### src/rtl/mic_volume_meter_if.sv
// Sample-in / level-out bundle between the microphone front end and the meter.
// Latency and backpressure: none here, because this file only holds wires. The sample side is strobed and cannot stall.
interface mic_volume_meter_if;
    logic        sample_tick;
    logic [11:0] mic_in;
    logic        freeze;
    logic [4:0]  volume_signal;
    logic        volume_valid;
    logic        peak_clip;

    modport master (
        output sample_tick, mic_in, freeze,
        input  volume_signal, volume_valid, peak_clip
    );

    modport slave (
        input  sample_tick, mic_in, freeze,
        output volume_signal, volume_valid, peak_clip
    );
endinterface

### src/rtl/mic_volume_meter.sv
// Peak-over-window volume meter: 12-bit mic samples in, 0..16 level out once per window.
// Latency: the level publishes 2 cycles after the final tick of a window. There is no backpressure, and every tick is consumed.
module mic_volume_meter #(
    parameter int WINDOW_SAMPLES = 4000,
    parameter int BASELINE       = 2048,
    parameter int DECAY_EN       = 1
) (
    input  logic               clk,
    input  logic               rst_n,
    mic_volume_meter_if.slave  bus
);
    localparam logic [11:0] BASE     = BASELINE[11:0];
    localparam logic [15:0] WIN_LAST = 16'(WINDOW_SAMPLES - 1);
    localparam logic [11:0] FULL_EXC = 12'd2047;
    localparam bit          DECAY    = (DECAY_EN != 0);

    typedef enum logic {ACCUM, PUBLISH} state_t;

    state_t      state_q, state_d;
    logic [11:0] peak_q, peak_d;
    logic        clip_acc_q, clip_acc_d;
    logic [15:0] count_q, count_d;
    logic [4:0]  vol_q, vol_d;
    logic        vld_q, vld_d;
    logic        clip_q, clip_d;

    logic [11:0] excess;
    logic        full_scale;
    logic [4:0]  raw_level;
    logic [4:0]  new_level;

    always_comb begin
        excess     = (bus.mic_in > BASE) ? (bus.mic_in - BASE) : 12'd0;
        full_scale = (bus.mic_in == 12'hFFF);
        // Saturate at full-scale excess so a low BASELINE cannot alias back into 0..15.
        raw_level  = (peak_q >= FULL_EXC) ? 5'd16 : {1'b0, peak_q[10:7]};
        new_level  = (DECAY && (raw_level < vol_q)) ? (vol_q - 5'd1) : raw_level;
    end

    always_comb begin
        state_d    = state_q;
        peak_d     = peak_q;
        clip_acc_d = clip_acc_q;
        count_d    = count_q;
        vol_d      = vol_q;
        vld_d      = 1'b0;
        clip_d     = clip_q;
        case (state_q)
            ACCUM: begin
                if (bus.sample_tick) begin
                    peak_d     = (excess > peak_q) ? excess : peak_q;
                    clip_acc_d = clip_acc_q | full_scale;
                    if (count_q == WIN_LAST) begin
                        state_d = PUBLISH;
                    end else begin
                        count_d = count_q + 16'd1;
                    end
                end
            end
            PUBLISH: begin
                if (!bus.freeze) begin
                    vol_d = new_level;
                    vld_d = 1'b1;
                end
                clip_d  = clip_acc_q;
                state_d = ACCUM;
                // A tick here opens the next window rather than being lost.
                if (bus.sample_tick) begin
                    peak_d     = excess;
                    clip_acc_d = full_scale;
                    count_d    = 16'd1;
                end else begin
                    peak_d     = 12'd0;
                    clip_acc_d = 1'b0;
                    count_d    = 16'd0;
                end
            end
            default: state_d = ACCUM;
        endcase
    end

    always_ff @(posedge clk or negedge rst_n) begin
        if (!rst_n) begin
            state_q    <= ACCUM;
            peak_q     <= 12'd0;
            clip_acc_q <= 1'b0;
            count_q    <= 16'd0;
            vol_q      <= 5'd0;
            vld_q      <= 1'b0;
            clip_q     <= 1'b0;
        end else begin
            state_q    <= state_d;
            peak_q     <= peak_d;
            clip_acc_q <= clip_acc_d;
            count_q    <= count_d;
            vol_q      <= vol_d;
            vld_q      <= vld_d;
            clip_q     <= clip_d;
        end
    end

    assign bus.volume_signal = vol_q;
    assign bus.volume_valid  = vld_q;
    assign bus.peak_clip     = clip_q;
endmodule

### src/flat_wrapper.sv
// flat-port wrapper written by rule: the top's interface ports become plain ports
module mic_volume_meter_flat 
#(
    parameter int WINDOW_SAMPLES = 4000,
    parameter int BASELINE       = 2048,
    parameter int DECAY_EN       = 1
)
  (clk, rst_n, bus_sample_tick, bus_mic_in, bus_freeze, bus_volume_signal, bus_volume_valid, bus_peak_clip);
  mic_volume_meter_if bus_i ();
  input  logic clk;
  input  logic rst_n;
  input wire logic [$bits(bus_i.sample_tick)-1:0] bus_sample_tick;
  input wire logic [$bits(bus_i.mic_in)-1:0] bus_mic_in;
  input wire logic [$bits(bus_i.freeze)-1:0] bus_freeze;
  output wire logic [$bits(bus_i.volume_signal)-1:0] bus_volume_signal;
  output wire logic [$bits(bus_i.volume_valid)-1:0] bus_volume_valid;
  output wire logic [$bits(bus_i.peak_clip)-1:0] bus_peak_clip;
  assign bus_i.sample_tick = bus_sample_tick;
  assign bus_i.mic_in = bus_mic_in;
  assign bus_i.freeze = bus_freeze;
  assign bus_volume_signal = bus_i.volume_signal;
  assign bus_volume_valid = bus_i.volume_valid;
  assign bus_peak_clip = bus_i.peak_clip;
  mic_volume_meter #(.WINDOW_SAMPLES(WINDOW_SAMPLES), .BASELINE(BASELINE), .DECAY_EN(DECAY_EN)) u_core (.clk(clk), .rst_n(rst_n), .bus(bus_i));
endmodule
### config.mk
export PLATFORM = sky130hd
export DESIGN_NAME = mic_volume_meter_flat
export DESIGN_NICKNAME = d
export VERILOG_FILES = /design/src/rtl/mic_volume_meter_if.sv /design/src/rtl/mic_volume_meter.sv /design/src/flat_wrapper.sv
export SDC_FILE = /design/constraint.sdc
export NUM_CORES = 1
export LEC_CHECK = 0
export ABC_AREA = 0
export CAP_MARGIN = 20
export CORE_MARGIN = 10
export CORE_UTILIZATION = 23
export DETAILED_ROUTE_END_ITERATION = 16
export SKIP_LAST_GASP = 1
export SLEW_MARGIN = 20
export SYNTH_ARGS = -nofsm -noshare
export SYNTH_HDL_FRONTEND = slang
export SYNTH_SLANG_ARGS = --single-unit
### constraint.sdc
create_clock -name clk -period 6.9 [get_ports clk]
set_input_delay 1.38 -clock clk [delete_from_list [all_inputs] [get_ports clk]]
set_output_delay 1.38 -clock clk [all_outputs]
set_load 0.02 [all_outputs]
* After elaboration in Yosys (flattened, before gate mapping)
Cells that the tools add are included.
Operators by class: order comparisons 4, mux-type cells 19, bitwise operators 3, equal/unequal tests 5, reduce and logical (&&, ||, !) cells 3, $add $sub $neg 3
Operators with widths (number):
- 12-bit 2-to-1 mux | 4
- 16-bit 2-to-1 mux | 2
- 16-bit case mux with 2 select lines | 1
- 12-bit case mux with 2 select lines | 1
- 16-bit by 1-bit adder with 16-bit output (second input constant) | 1
- 16-bit by 12-bit equality test with 1-bit output (second input constant) | 1
- 12-bit equality test (second input constant) | 1
- 12-bit by 11-bit >= comparator with 1-bit output (second input constant) | 1
- 12-bit > comparator | 1
- 12-bit > comparator (second input constant) | 1
- 12-bit subtractor (second input constant) | 1
- 5-bit 2-to-1 mux | 2
- 1-bit 2-to-1 mux | 7
- 2-bit AND reduction | 3
- 5-bit less-than comparator | 1
- 5-bit by 1-bit subtractor with 5-bit output (second input constant) | 1
- 2-bit != test (second input constant) | 2
- 1-bit case mux with 2 select lines | 2
- 2-bit by 1-bit != test with 1-bit output (second input constant) | 1
- 1-bit NOT | 2
- 1-bit OR | 1
Storage, ports and cells: register bits 37, bits of input ports 16, output and inout bits 7, word-level logic and storage cells 44

* Longest topological paths before layout
Gate-level depths: netlist of the first run.
depth in word-level cells 6, depth in mapped cells 10, mapped depth without buffers 9

* Worst setup path after synthesis of the first run
No wires, ideal clock.
path kind input to register, start input bus_mic_in[11], end register u_core.peak_q[10], setup slack 3.638 ns, data arrival time 3.140 ns, setup time 0.122 ns, buffers on the path 2, data required time 6.778 ns, cell stages on the path 8, cell sequence buf_6 > clkbuf_1 > and2_1 > ha_1 > nand4_1 > a2111oi_1 > or2b_1 > a32o_1
Between the ends: word-level cells in the longest chain between the ends 5, elaborated cells between the ends (all ways) 10, classes of those cells add/sub: 1; order compare: 2; eq/ne: 1; mux: 5; reduce/logical: 1
Ends and longest elaborated chain:
- start: declaration | line flat_wrapper.sv:13 | input wire logic [$bits(bus_i.mic_in)-1:0] bus_mic_in;
- 12-bit subtractor or 12-bit > comparator (tied branches) | line mic_volume_meter.sv:33 | excess = (bus.mic_in > BASE) ? (bus.mic_in - BASE) : 12'd0;
- 12-bit 2-to-1 mux (*) | line mic_volume_meter.sv:33
- 12-bit > comparator or 12-bit 2-to-1 mux (tied branches) | line mic_volume_meter.sv:51 | peak_d = (excess > peak_q) ? excess : peak_q;
- 2-bit by 1-bit != test with 1-bit output (no line) or 12-bit 2-to-1 mux (tied branches)
- 2-bit AND reduction (no line) or 12-bit case mux with 2 select lines (tied branches)
- end signal: assignment | line mic_volume_meter.sv:93 | peak_q <= peak_d;
- end: declaration | line mic_volume_meter.sv:20 | logic [11:0] peak_q, peak_d;
Every way passes the cells marked *; elsewhere a longest branch is shown, timed or not. The select of a mux whose other input is x is not followed. A chain may end at the register's enable or synchronous reset.

* Final worst setup path of the first run
start input bus_mic_in[11], end register u_core.peak_q[1]
The elaborated chain is that of the path after synthesis.

==> run_results.csv, run 1 <==
group,metric,value,unit
pwr,p_leak,1.22,nW
sta,slew_violations,0,
critical_path,critPathKind,"in -> reg",
critical_path,cp_max_fo,18,
yosys,synth-edff-count,0,
layout,diodes,0,
yosys,synth_xor_area_share,4.66,%
placed_design,place_area,2780,um2
global_route,grt_antenna_before_repair,0,
yosys,ys_seq_area_share,37.9,%
cts,post_cts_resized,0,
layout,layout.nets,312,
layout,layout.area.seq,926,um2
global_route,grt_pass1_wl,9780,um
yosys,yosysWarningCount,0,
floorplanning,core.rowCount,37,
layout,fin_util,28.1,%
floorplanning,io_pins,23,
outcome,status,"finished, final reports clean",
yosys,synth_cells,258,
cts,cts_tree,"built",
drt,drc,0,
yosys,synth_top_family_by_area,"simple AND/OR/NAND/NOR gates",
critical_path,crit_arrival,4.31,ns
pwr,power_density,204,nW/um2
drt,wl,5990,um
global_route,grt_pass1_vias,1991,
run,maxCapViolCount,0,
sta,slew_headroom,43.4,%
placed_design,place_hpwl,4390,um
floorplanning,die-area,15100,um2
critical_path,start_kind,"primary input",
cts,cts_root_buffer,"clkbuf_8",
drt,routedWlPerCell,14.4,um
sta,hold_viol_final,0,
yosys,synthArstFlopShare,100,%
sta,fmax,0.245,GHz
sta,tns,0,ns
yosys,yosys.area_share.simple,22.9,%
cts,hold_buffers,0,
layout,fill_cells,1088,
yosys,yosys.area_share.adder,8.71,%
sta,skew,0.00709,ns
cts,clockBufferDepth,2,
placed_design,portBuffers,22,
floorplanning,start_util,23.7,%
placed_design,place.gp.congestion,0.846,
cts,clock_latency,0.29,ns
global_route,gr-usage-all-layers,7.83,%
drt,drt_iter0_markers,240,
drt,vias,2047,
cts,clkTransAtPathRegs,0.08,ns
placed_design,pre_cts_slack,2.58,ns
sta,fin_crit,4.08,ns
layout,layout-drive-gt1-share,6.43,%
yosys,synth-compound-area-share,19.1,%
min_path,min_path_type,"reg -> reg",
critical_path,endpoint_kind,"register",
drt,detailedRoute.firstPassIterationCount,4,
floorplanning,die_h,123,um
yosys,syn-cell-area,2440,um2
sta,worstMarginPinSlew,0.842,ns
sta,setup_violations,0,
layout,syn2layout_area_growth,18.9,%
floorplanning,die_w,123,um
yosys,ys_ff_latch,37,
yosys,avgSynthCellArea,9.47,um2
yosys,synth_mux_area_share,0.461,%
sta,fin_crit_sh,59.1,%
drt,drtAntennaViolNets,0,
floorplanning,core-area,10300,um2
layout,multi_input_area,1370,um2
cts,cts_buffers,5,
sta,hold_ws,0.505,ns
cts,ctsHtreeMaxLevel,2,
sta,rsz0062_at_grt,"no",
sta,finalWorstSetupSlack,2.82,ns
yosys,synthFlopType,"dfrtp_1",
critical_path,required,7.13,ns
yosys,synth_nets,291,
global_route,grt_start_max_net_pins,38,
pwr,vdd.ir_drop.worst,93.0,uV
cts,cts_sinks,37,
yosys,netlist-cell-type-count,61,
layout,fin_area,2900,um2
cts,post_cts_buffers,0,
drt,avgViaCountPerCell,4.92,
global_route,grt_overflow,0,
## path summary, 6_finish.rpt
kind / start / endpoint / slack, ns / cells past startpoint
worst min register to register: u_core.bus.peak_clip / u_core.bus.peak_clip / 0.50 / 1
worst max register to register: u_core.peak_q[6] / u_core.bus.volume_signal[4] / 4.05 / 8
max in group asynchronous: rst_n / u_core.count_q[6] / 5.18 / 1
worst max-delay path: bus_mic_in[11] / u_core.peak_q[1] / 2.82 / 9
worst min-delay path: u_core.bus.peak_clip / u_core.bus.peak_clip / 0.50 / 1
min in group asynchronous: rst_n / u_core.bus.volume_signal[4] / 1.18 / 1
## layout by cell type, fill, tap and decap left out, types with 6 or more instances in the layout
master / count
nor3_1: 6
nor2_1: 19
a21oi_1: 6
o211ai_1: 6
clkbuf_8: 6
nand2_1: 15
nand3_1: 8
clkdlybuf4s50_1: 21
a22o_1: 7
inv_1: 23
xnor2_1: 12
and2_1: 12
dfrtp_1: 37
ha_1: 17
nand4_1: 7
## cell usage after synthesis, drive strengths merged, types with 2 or more instances
| cell | instances | area (um2) |
|---|---|---|
| a32o | 4 | 40.0 |
| nand3 | 8 | 40.0 |
| ha | 17 | 213 |
| nand4 | 7 | 43.8 |
| nand4bb | 2 | 22.5 |
| a22o | 7 | 61.3 |
| or3 | 2 | 17.5 |
| a31oi | 4 | 25.0 |
| a21oi | 7 | 38.8 |
| nor3b | 2 | 15.0 |
| clkbuf | 3 | 11.3 |
| a211o | 4 | 35.0 |
| and3 | 5 | 31.3 |
| nor4 | 6 | 43.8 |
| inv | 24 | 90.1 |
| buf | 7 | 48.8 |
| xnor2 | 12 | 105 |
| and2 | 12 | 75.1 |
| nor3 | 6 | 30.0 |
| a21o | 3 | 22.5 |
| nor2 | 19 | 71.3 |
| o31a | 2 | 17.5 |
| o21ai | 3 | 15.0 |
| nand3b | 3 | 22.5 |
| and4 | 3 | 26.3 |
| o2111ai | 2 | 17.5 |
| dfrtp | 37 | 926 |
| o211ai | 6 | 45.0 |
| nor4b | 3 | 26.3 |
| nand2 | 15 | 56.3 |
## flip-flops by register name (all words and copies together), names as in the netlist
signal,flops
u_core.count_q,16
u_core.peak_q,12
u_core.bus.volume_signal,5
u_core.bus.volume_valid,1
u_core.bus.peak_clip,1
u_core.clip_acc_q,1
u_core.state_q,1
## metrics by stage
step / power, mW / instances
final: 0.593 / 416
after global routing: 0.626 / 416
after CTS: 0.599 / 416
after detailed placement: 0.395 / 408
after global placement: 0.389 / 408
after floorplan: 0.354 / 258
## report_power, final
| part | internal, mW | switching, mW | leakage [nW] |
|---|---|---|---|
| sequential | 0.242 | 0.0289 | 0.481 |
| combinational | 0.0582 | 0.0639 | 0.685 |
| clock | 0.118 | 0.0824 | 0.0574 |
## worst max-delay path: stages
cell and delay, ns:
clkdlybuf4s50_1 0.80, nand2_1 0.18, inv_1 0.09, ha_1 0.24, a21o_1 0.18, a21o_1 0.17
a211o_1 0.33, o31ai_2 0.68, a22o_1 0.26
## cells by family (layout without fill, tap and decap cells)
kind of cell | count (synthesis) | after routing
simple gates | 98 | 98
fa+ha+maj | 17 | 17
buf+inv | 34 | 56
compound gates | 57 | 57
flops | 37 | 37
other cells | 1 | 1
xor+xnor | 13 | 13
mux | 1 | 1
## per-layer routing
| layer | GRT usage (%) | up-vias | routed length [um] |
|---|---|---|---|
| li1 | - | 987 | - |
| met3 | 2.10 | 9 | 221 |
| met5 | 0 | - | 0 |
| met1 | 9.89 | 1022 | 2800 |
| met2 | 13.0 | 29 | 2880 |
| met4 | 1.97 | 0 | 89 |
## area by class of cell
class	count	area share (%)
clock buffer	6	2.84
inverter	24	3.10
multi-input combinational	187	47.1
sequential	37	31.9
clock inverter	2	1.29
tap	136	5.86
timing repair buffer	24	7.93
(Power assumes the default switching activity.)
==> inputs of run 2 (changes only) <==
==> constraint.sdc (replaced) <==
create_clock -name clk -period 3.4 [get_ports clk]
set_input_delay 0.68 -clock clk [delete_from_list [all_inputs] [get_ports clk]]
set_output_delay 0.68 -clock clk [all_outputs]
set_load 0.02 [all_outputs]
==> run 2 against run 1 <==
  * Register-to-register slack got worse by 3.5 ns
  * Via count fell by 3.1%
  * Die area did not move
  * Non-clock buffer count rose by 1
  * Clock power rose by 49%
==> run_results.csv, run 2 (synthesis gave the netlist of run 1 again) <==
group,metric,value,unit
critical_path,required,3.63,ns
critical_path,cp_max_fo,17,
cts,cts_tree,"built",
critical_path,crit_arrival,3.20,ns
critical_path,endpoint_kind,"register",
cts,clkTransAtPathRegs,0.08,ns
critical_path,r2r_slack,0.56,ns
pwr,switchingPower,0.339,mW
layout,layout_common_cells,"dfrtp_1, inv_1, clkdlybuf4s50_1",
placed_design,place_area,2790,um2
global_route,gr-usage-all-layers,7.95,%
min_path,min_path_type,"in -> async",
layout,syn2layout_area_growth,17.6,%
layout,layout-drive-gt1-share,6.41,%
global_route,grt_pass1_vias,2047,
global_route,grt_overflow,0,
layout,fill_cells,1091,
drt,wl,5860,um
run,maxCapViolCount,0,
floorplanning,start_util,23.7,%
pwr,p_int,0.752,mW
cts,clockBufferDepth,2,
sta,setup_violations,0,
floorplanning,core.rowCount,37,
global_route,grt_antenna_before_repair,0,
drt,vias,1984,
placed_design,portBuffers,22,
drt,detailedRoute.firstPassIterationCount,4,
sta,slew_violations,0,
pwr,combPwrFrac,22.5,%
sta,fin_crit_sh,87.3,%
cts,hold_buffers,0,
floorplanning,io_pins,23,
drt,drt_iter0_markers,144,
floorplanning,die_h,123,um
floorplanning,die-area,15100,um2
global_route,grt-busiest-layer,"met2",
drt,avgViaCountPerCell,4.76,
layout,fin_area,2870,um2
global_route,grt_use_met2,13.5,%
layout,layout.nets,313,
cts,ctsHtreeMaxLevel,2,
sta,tns,0,ns
cts,post_cts_resized,0,
pwr,power_density,380,nW/um2
drt,drc,0,
drt,drtAntennaViolNets,0,
global_route,grt_use_met3,2.42,%
layout,largest-register,"u_core.count_q",
sta,skew,0.00614,ns
cts,clock_latency,0.29,ns
pwr,p_seq_share,50.2,%
outcome,status,"finished, final reports clean",
sta,hold_viol_final,0,
cts,cts_root_buffer,"clkbuf_8",
global_route,grtUsageMet1,9.59,%
critical_path,start_kind,"primary input",
pwr,vdd.ir_drop.worst,153,uV
layout,final_common_cell,"dfrtp_1",
pwr,pwr-share-clk,27.3,%
layout,largest_reg_flops,16,
placed_design,place_hpwl,4490,um
pwr,netSwitchingFraction,31.1,%
layout,diodes,0,
placed_design,place.gp.congestion,0.803,
sta,worstMarginPinSlew,0.920,ns
floorplanning,die_w,123,um
sta,rsz0062_at_grt,"no",
floorplanning,core-area,10300,um2
pwr,p_leak,1.22,nW
cts,cts_sinks,37,
sta,fin_crit,2.97,ns
global_route,grt_start_max_net_pins,38,
critical_path,critPathKind,"in -> reg",
sta,fmax,0.337,GHz
sta,slew_headroom,38.6,%
cts,post_cts_buffers,0,
global_route,grt_pass1_wl,9770,um
drt,routedWlPerCell,14.1,um
cts,cts_buffers,5,
## run 2: changes by cell type in the layout (fill, tap and decap cells not counted)
cell and delta:
buf_4 +1, bufinv_16 -1, clkbuf_1 +1, clkbuf_8 -1, clkinv_2 +2, clkinvlp_4 -1
## run 2: worst paths after layout
check / cells after the start / endpoint / start
worst min-delay path: 1 / u_core.bus.volume_signal[4] / rst_n
worst max-delay path: 9 / u_core.peak_q[2] / bus_mic_in[11]
min in group clk: 1 / u_core.bus.peak_clip / u_core.bus.peak_clip
worst max register to register: 8 / u_core.bus.volume_signal[4] / u_core.peak_q[6]
max in group asynchronous: 1 / u_core.count_q[10] / rst_n
worst min register to register: 1 / u_core.bus.peak_clip / u_core.bus.peak_clip
## run 2: worst max-delay path: stages
cell and delay, ns:
clkdlybuf4s50_1 0.42, buf_4 0.19, and2_1 0.15, ha_1 0.17, a21o_1 0.15, a21o_1 0.17
a211o_1 0.34, o31ai_2 0.66, a22o_1 0.26
## run 2: power by group through the flow
stage / clock network, mW / logic [mW] / registers (mW)
after CTS: 0.314 / 0.248 / 0.548
final: 0.298 / 0.246 / 0.547
after detailed placement: 0 / 0.246 / 0.556
after global placement: 0 / 0.237 / 0.555
after global routing: 0.329 / 0.280 / 0.555
after floorplan: 0 / 0.180 / 0.539
## run 2: metal layers
| layer | up-vias | routed length [um] |
|---|---|---|
| met4 | 0 | 29 |
| met2 | 19 | 2810 |
| met5 | - | 0 |
| met1 | 966 | 2820 |
| met3 | 3 | 199 |
| li1 | 996 | - |
## run 2: per-stage QoR
stage / cells / total power [mW] / util [%] / worst slack (ns) / hold WS (ns)
after floorplan: 258 / 0.719 / - / 0.838 / 0.384
after global placement: 409 / 0.792 / 27.0 / 0.207 / 0.477
after detailed placement: 409 / 0.803 / 27.0 / 0.130 / 0.490
after CTS: 417 / 1.11 / 27.8 / 0.441 / 0.506
after global routing: 417 / 1.16 / 27.8 / 0.283 / 0.548
final: 417 / 1.09 / 27.8 / 0.433 / 0.484
## run 2: final cells by class
cell class	instances	area (um2)	area share (%)
tap	136	170	5.92
clock buffer	6	72.6	2.53
timing repair buffer	25	238	8.28
sequential	37	926	32.2
inverter	24	90.1	3.14
clock inverter	2	10.0	0.348
multi-input combinational	187	1370	47.6
